$ cat config.mk
export PLATFORM = sky130hd
export DESIGN_NAME = key_scan_ctrl
export DESIGN_NICKNAME = d
export VERILOG_FILES = /design/src/rtl/key_scan_ctrl.sv
export SDC_FILE = /design/constraint.sdc
export NUM_CORES = 1
export LEC_CHECK = 0
export BUFFER_PORTS_ARGS = -buffer_cell sky130_fd_sc_hd__buf_2
export CORE_MARGIN = 2
export CORE_UTILIZATION = 50
export DETAILED_ROUTE_END_ITERATION = 10
export PLACE_DENSITY = 0.67
export SYNTH_ARGS = -nofsm -noshare
export SYNTH_HDL_FRONTEND = slang
export SYNTH_SLANG_ARGS = --single-unit
$ cat constraint.sdc
create_clock -name clk_sys -period 4.3 [get_ports clk_sys]
set_input_delay 0.86 -clock clk_sys [delete_from_list [all_inputs] [get_ports clk_sys]]
set_output_delay 0.86 -clock clk_sys [all_outputs]
set_load 0.05 [all_outputs]
$ cat src/rtl/key_scan_ctrl.sv
// Front-panel key scanner: synchronises five active-low key lines, debounces
// press/release and emits one event per press followed by auto-repeat events.
module key_scan_ctrl #(
  parameter int unsigned TICK_DIV = 50000,
  parameter int unsigned DEB_MS   = 20,
  parameter int unsigned HOLD_MS  = 1000,
  parameter int unsigned RPT_MS   = 200
) (
  input  logic        clk_sys,
  input  logic        rst_n,
  input  logic [4:0]  key_in,
  input  logic        scan_en,
  output logic [15:0] key_data,
  output logic        key_data_valid,
  output logic        key_busy
);

  localparam int unsigned KEY_W   = 5;
  localparam int unsigned DATA_W  = 16;
  localparam int unsigned TICK_W  = (TICK_DIV > 2) ? $clog2(TICK_DIV) : 1;
  localparam int unsigned CNT_MAX = (DEB_MS > HOLD_MS) ?
                                    ((DEB_MS > RPT_MS) ? DEB_MS : RPT_MS) :
                                    ((HOLD_MS > RPT_MS) ? HOLD_MS : RPT_MS);
  localparam int unsigned CNT_W   = $clog2(CNT_MAX + 1);
  localparam logic [KEY_W-1:0] KEY_IDLE = '1;

  typedef enum logic [2:0] {
    S_IDLE,
    S_DEBOUNCE,
    S_PRESSED,
    S_REPEAT,
    S_RELEASE
  } state_t;

  state_t             state, state_nxt;
  logic [KEY_W-1:0]   key_m, key_s;
  logic [KEY_W-1:0]   cand, cand_nxt;
  logic [CNT_W-1:0]   cnt, cnt_nxt;
  logic [TICK_W-1:0]  tick_cnt;
  logic               tick_c;
  logic               match_c;
  logic               emit_c;

  // Two-flop synchroniser for the asynchronous key lines
  always_ff @(posedge clk_sys or negedge rst_n) begin
    if (!rst_n) begin
      key_m <= KEY_IDLE;
      key_s <= KEY_IDLE;
    end else begin
      key_m <= key_in;
      key_s <= key_m;
    end
  end

  // Free-running scan tick
  assign tick_c = (tick_cnt == TICK_W'(TICK_DIV - 1));

  always_ff @(posedge clk_sys or negedge rst_n) begin
    if (!rst_n) begin
      tick_cnt <= '0;
    end else begin
      tick_cnt <= tick_c ? '0 : tick_cnt + TICK_W'(1);
    end
  end

  assign match_c = (key_s == cand);

  // State register
  always_ff @(posedge clk_sys or negedge rst_n) begin
    if (!rst_n) begin
      state <= S_IDLE;
      cnt   <= '0;
      cand  <= KEY_IDLE;
    end else begin
      state <= state_nxt;
      cnt   <= cnt_nxt;
      cand  <= cand_nxt;
    end
  end

  // Next-state; a key mismatch always takes priority over an emit tick
  always_comb begin
    state_nxt = state;
    cnt_nxt   = cnt;
    cand_nxt  = cand;
    if (!scan_en) begin
      state_nxt = S_IDLE;
      cnt_nxt   = '0;
    end else begin
      case (state)
        S_IDLE: begin
          if (key_s != KEY_IDLE) begin
            state_nxt = S_DEBOUNCE;
            cand_nxt  = key_s;
            cnt_nxt   = '0;
          end
        end
        S_DEBOUNCE: begin
          if (!match_c) begin
            state_nxt = S_IDLE;
            cnt_nxt   = '0;
          end else if (emit_c) begin
            state_nxt = S_PRESSED;
            cnt_nxt   = '0;
          end else if (tick_c) begin
            cnt_nxt = cnt + CNT_W'(1);
          end
        end
        S_PRESSED: begin
          if (!match_c) begin
            state_nxt = S_RELEASE;
            cnt_nxt   = '0;
          end else if (emit_c) begin
            state_nxt = S_REPEAT;
            cnt_nxt   = '0;
          end else if (tick_c) begin
            cnt_nxt = cnt + CNT_W'(1);
          end
        end
        S_REPEAT: begin
          if (!match_c) begin
            state_nxt = S_RELEASE;
            cnt_nxt   = '0;
          end else if (emit_c) begin
            cnt_nxt = '0;
          end else if (tick_c) begin
            cnt_nxt = cnt + CNT_W'(1);
          end
        end
        S_RELEASE: begin
          if (key_s != KEY_IDLE) begin
            cnt_nxt = '0;
          end else if (tick_c) begin
            if (cnt == CNT_W'(DEB_MS - 1)) begin
              state_nxt = S_IDLE;
              cnt_nxt   = '0;
            end else begin
              cnt_nxt = cnt + CNT_W'(1);
            end
          end
        end
        default: begin
          state_nxt = S_IDLE;
          cnt_nxt   = '0;
        end
      endcase
    end
  end

  // Emit decision: terminal tick in a qualifying state with the key still held
  always_comb begin
    emit_c = 1'b0;
    if (scan_en && match_c && tick_c) begin
      case (state)
        S_DEBOUNCE: emit_c = (cnt == CNT_W'(DEB_MS - 1));
        S_PRESSED:  emit_c = (cnt == CNT_W'(HOLD_MS - 1));
        S_REPEAT:   emit_c = (cnt == CNT_W'(RPT_MS - 1));
        default:    emit_c = 1'b0;
      endcase
    end
  end

  // Registered outputs; key_data holds its last code between events
  always_ff @(posedge clk_sys or negedge rst_n) begin
    if (!rst_n) begin
      key_data       <= '0;
      key_data_valid <= 1'b0;
      key_busy       <= 1'b0;
    end else begin
      key_data_valid <= emit_c;
      if (emit_c) begin
        key_data <= DATA_W'(cand);
      end
      key_busy <= (state_nxt != S_IDLE);
    end
  end

endmodule

==> flow_metrics.py <==
metrics = {
    "detailed_routing": {
        "drc_errors": 0,
        "wl_per_cell_um": 14.2,
        "vias_per_cell": 5.25,
        "drtPass1Iterations": 4,
        "drt_wl_total_um": 4470,
        "ant_nets": 0,
        "drt_iter0_markers": 101,
        "vias": 1655,
    },
    "clock_network": {
        "cts_post_setup_buffers_inserted": 0,
        "cts_max_level": 2,
        "cts_hold_buf": 0,
        "cts_root_buffer": "clkbuf_8",
        "clockBufferDepth": 2,
        "ctsResizeCount": 0,
        "cts_tree": "done",
        "clock_sinks": 51,
        "insertion_delay_ns": 0.31,
        "cts_buffers": 5,
        "path_clk_slew_ns": 0.10,
    },
    "layout": {
        "mostFrequentLayoutCells": "dfrtp_1, nand2_1, nor2_1, dfstp_2, buf_2",
        "syn2layout_area_growth_pct": 8.01,
        "drive_gt1_share_pct": 26.9,
        "nNetsFinal": 254,
        "final_util_pct": 55.2,
        "final_common_cell": "dfrtp_1",
        "antenna_cells": 0,
    },
    "timing": {
        "finalCriticalPeriod_ns": 2.40,
        "max_freq_mhz": 417,
        "fin_skew_ns": 0.00858,
        "finalCritPeriodShare_pct": 55.8,
        "slew_violations": 0,
        "worstMarginPinSlew_ns": 0.614,
        "maxSlewHeadroom_pct": 59.1,
        "finalHoldViolCount": 0,
        "fin_hold_ws_ns": 0.360,
        "setup_violations": 0,
        "rsz0062_at_grt": "false",
        "finalSetupTns_ns": 0,
    },
    "power_and_ir_drop": {
        "intPower_mw": 0.717,
        "power_frac_clock_pct": 37.6,
        "p_leak_nw": 1.18,
        "power_switching_share_pct": 23.9,
        "power.switching_mw": 0.225,
        "ir_drop_uv": 158,
        "comb_power_share_pct": 7.7,
        "pwr-share-seq_pct": 54.7,
        "powerDensity_nw_per_um2": 338,
    },
    "critical_path": {
        "worstSetupStartpointType": "flip-flop",
        "cp.required_ns": 4.49,
        "path_cells": "xnor2_1 > nand3_1 > nor3_1 > and3_1 > nor3b_1 > or3_1",
        "cp.arrival_ns": 2.59,
        "path_class": "flip-flop to flip-flop",
        "cpPeakStageDelay_ns": 0.59,
        "crit_family": "simple AND/OR/NAND/NOR gates",
        "worstPathMaxFanout": 8,
        "critPathBufInv": 0,
        "end_kind": "flip-flop",
        "crit_path_top_delay_cell": "dfstp_2",
    },
    "global_route": {
        "grt_max_degree": 30,
        "grt_pass1_vias": 1546,
        "antenna_found_initial": 0,
        "grt_usage_pct": 16.6,
        "grt_overflow": 0,
        "grt_pass1_wl_um": 7080,
    },
    "placement": {
        "io_buffers": 14,
        "place_hpwl_um": 3150,
        "routabilityCongestion": 0.818,
    },
    "floorplan": {
        "fp.coreArea_um2": 5040,
        "die_h_um": 75.8,
        "ios": 26,
        "start_util_pct": 51.1,
        "die_area_um2": 5750,
        "rows": 26,
        "dieWidth_um": 75.8,
    },
    "synthesis": {
        "synth_top_family_by_area": "simple AND/OR/NAND/NOR gates",
        "syn_area_per_cell_um2": 11.3,
        "syn_area_um2": 2580,
        "yosys.area_share.xor_xnor_pct": 5.77,
        "ys.warnings.count": 0,
        "synth_compound_area_share_pct": 11.5,
        "ys_types": 50,
        "ys_ff_latch": 51,
        "yosys.area_share.adder_pct": 0.970,
        "synth-simple-area-share_pct": 21.6,
        "synth_cells": 228,
        "synth_edf_count": 0,
        "synth_mux_area_share_pct": 4.75,
        "ys.flop_type": "dfrtp_1",
        "async_flop_share_pct": 100,
        "ys_seq_area_share_pct": 50.2,
    },
    "outcome": {
        "status": "finished, final reports clean",
    },
    "worst_hold_path": {
        "hp-class": "flip-flop to flip-flop",
    },
    "run": {
        "drv_cap": 0,
    },
}
routing by layer:
layer,global-route usage (%),vias up,part of all wire [%]
li1,-,817,-
met1,22.4,804,49
met2,25.1,27,46
met3,4.23,7,2.6
met4,7.80,0,1.8
met5,0,-,0
flip-flops by register name, indices dropped and copies added (netlist names):
signal          flops
cand                5
state               3
key_s               5
key_data_valid      1
key_m               5
tick_cnt           16
key_data            5
key_busy            1
cnt                10
final cells by class:
| cell class | instances | area (um2) |
|---|---|---|
| Inverter | 3 | 11.3 |
| Fill cell | 445 | 2260 |
| Tap cell | 70 | 87.6 |
| Clock inverter | 2 | 38.8 |
| Clock buffer | 6 | 82.6 |
| Timing Repair Buffer | 15 | 77.6 |
| Sequential cell | 51 | 1290 |
| Multi-Input combinational cell | 168 | 1190 |
path summary, 6_finish.rpt:
path | startpoint | end | slack [ns] | depth (start not counted)
max | key_s[1]$_DFF_PN1_ | state[0]$_DFF_PN0_ | 1.90 | 6
min | key_m[0]$_DFF_PN1_ | key_s[0]$_DFF_PN1_ | 0.36 | 0
max reg2reg | key_s[1]$_DFF_PN1_ | state[0]$_DFF_PN0_ | 1.90 | 6
min reg2reg | key_m[0]$_DFF_PN1_ | key_s[0]$_DFF_PN1_ | 0.36 | 0
max in group asynchronous | rst_n | key_s[1]$_DFF_PN1_ | 2.97 | 2
min in group asynchronous | rst_n | cnt[3]$_DFFE_PN0P_ | 0.55 | 1
cell families after synthesis:
kind of cell	Yosys count
AOI/OAI and AO/OA	33
xor gates and xnor gates	17
adders and majority gates	2
buffers and inverters	19
DFF	51
muxes	11
other	1
and+or+nand+nor	94
stage by stage:
stage	cells	setup slack [ns]	instance area (um2)	total power, mW
global placement	307	1.71	2660	0.597
finish	315	1.90	2790	0.942
floorplan	238	1.90	2620	0.584
global route	315	1.69	2790	0.979
detailed placement	307	1.65	2660	0.598
CTS	315	1.91	2790	0.950
cells in the mapped netlist (2+ instances only):
master     instances  area share [%]
nor2_1            15             2.2
dfstp_2           15              15
or3_1              4            0.97
and3_1             4            0.97
dfrtp_1           36              35
nor4b_2            2             1.2
o21ai_0            5            0.97
xnor2_1           10             3.4
a21oi_1            5            0.97
xor2_1             7             2.4
ha_1               2            0.97
or2_2              4            0.97
buf_4             13             3.8
inv_1              3            0.44
a22oi_1            6             1.7
nor2b_1            4            0.97
nor3_1             3            0.58
nor4b_1            3             1.0
and4_1             4             1.4
nand2b_1           2            0.49
nand2_1           19             2.8
o21a_1             2            0.58
nand4_1            3            0.73
nor3b_1            2            0.58
mux2_2            10             4.4
o31ai_2            5             2.4
o2bb2ai_4          2             2.1
o21ai_1            2            0.39
nand3_1           10             1.9
and2_1             6             1.5
power groups by stage:
stage / Combinational [mW] / Sequential [mW] / Clock (mW)
global route: 0.0803 / 0.518 / 0.381
detailed placement: 0.0731 / 0.525 / 0
finish: 0.0724 / 0.516 / 0.354
global placement: 0.0724 / 0.524 / 0
CTS: 0.0734 / 0.516 / 0.360
floorplan: 0.0599 / 0.524 / 0
worst reg2reg max path: cells and delay by family, from the launching register on:
family | cells | cell delay (ns)
xor gates and xnor gates | 1 | 0.13
DFF | 1 | 0.59
and+or+nand+nor | 5 | 1.57
Note: power is estimated with default switching activity, not from simulation.
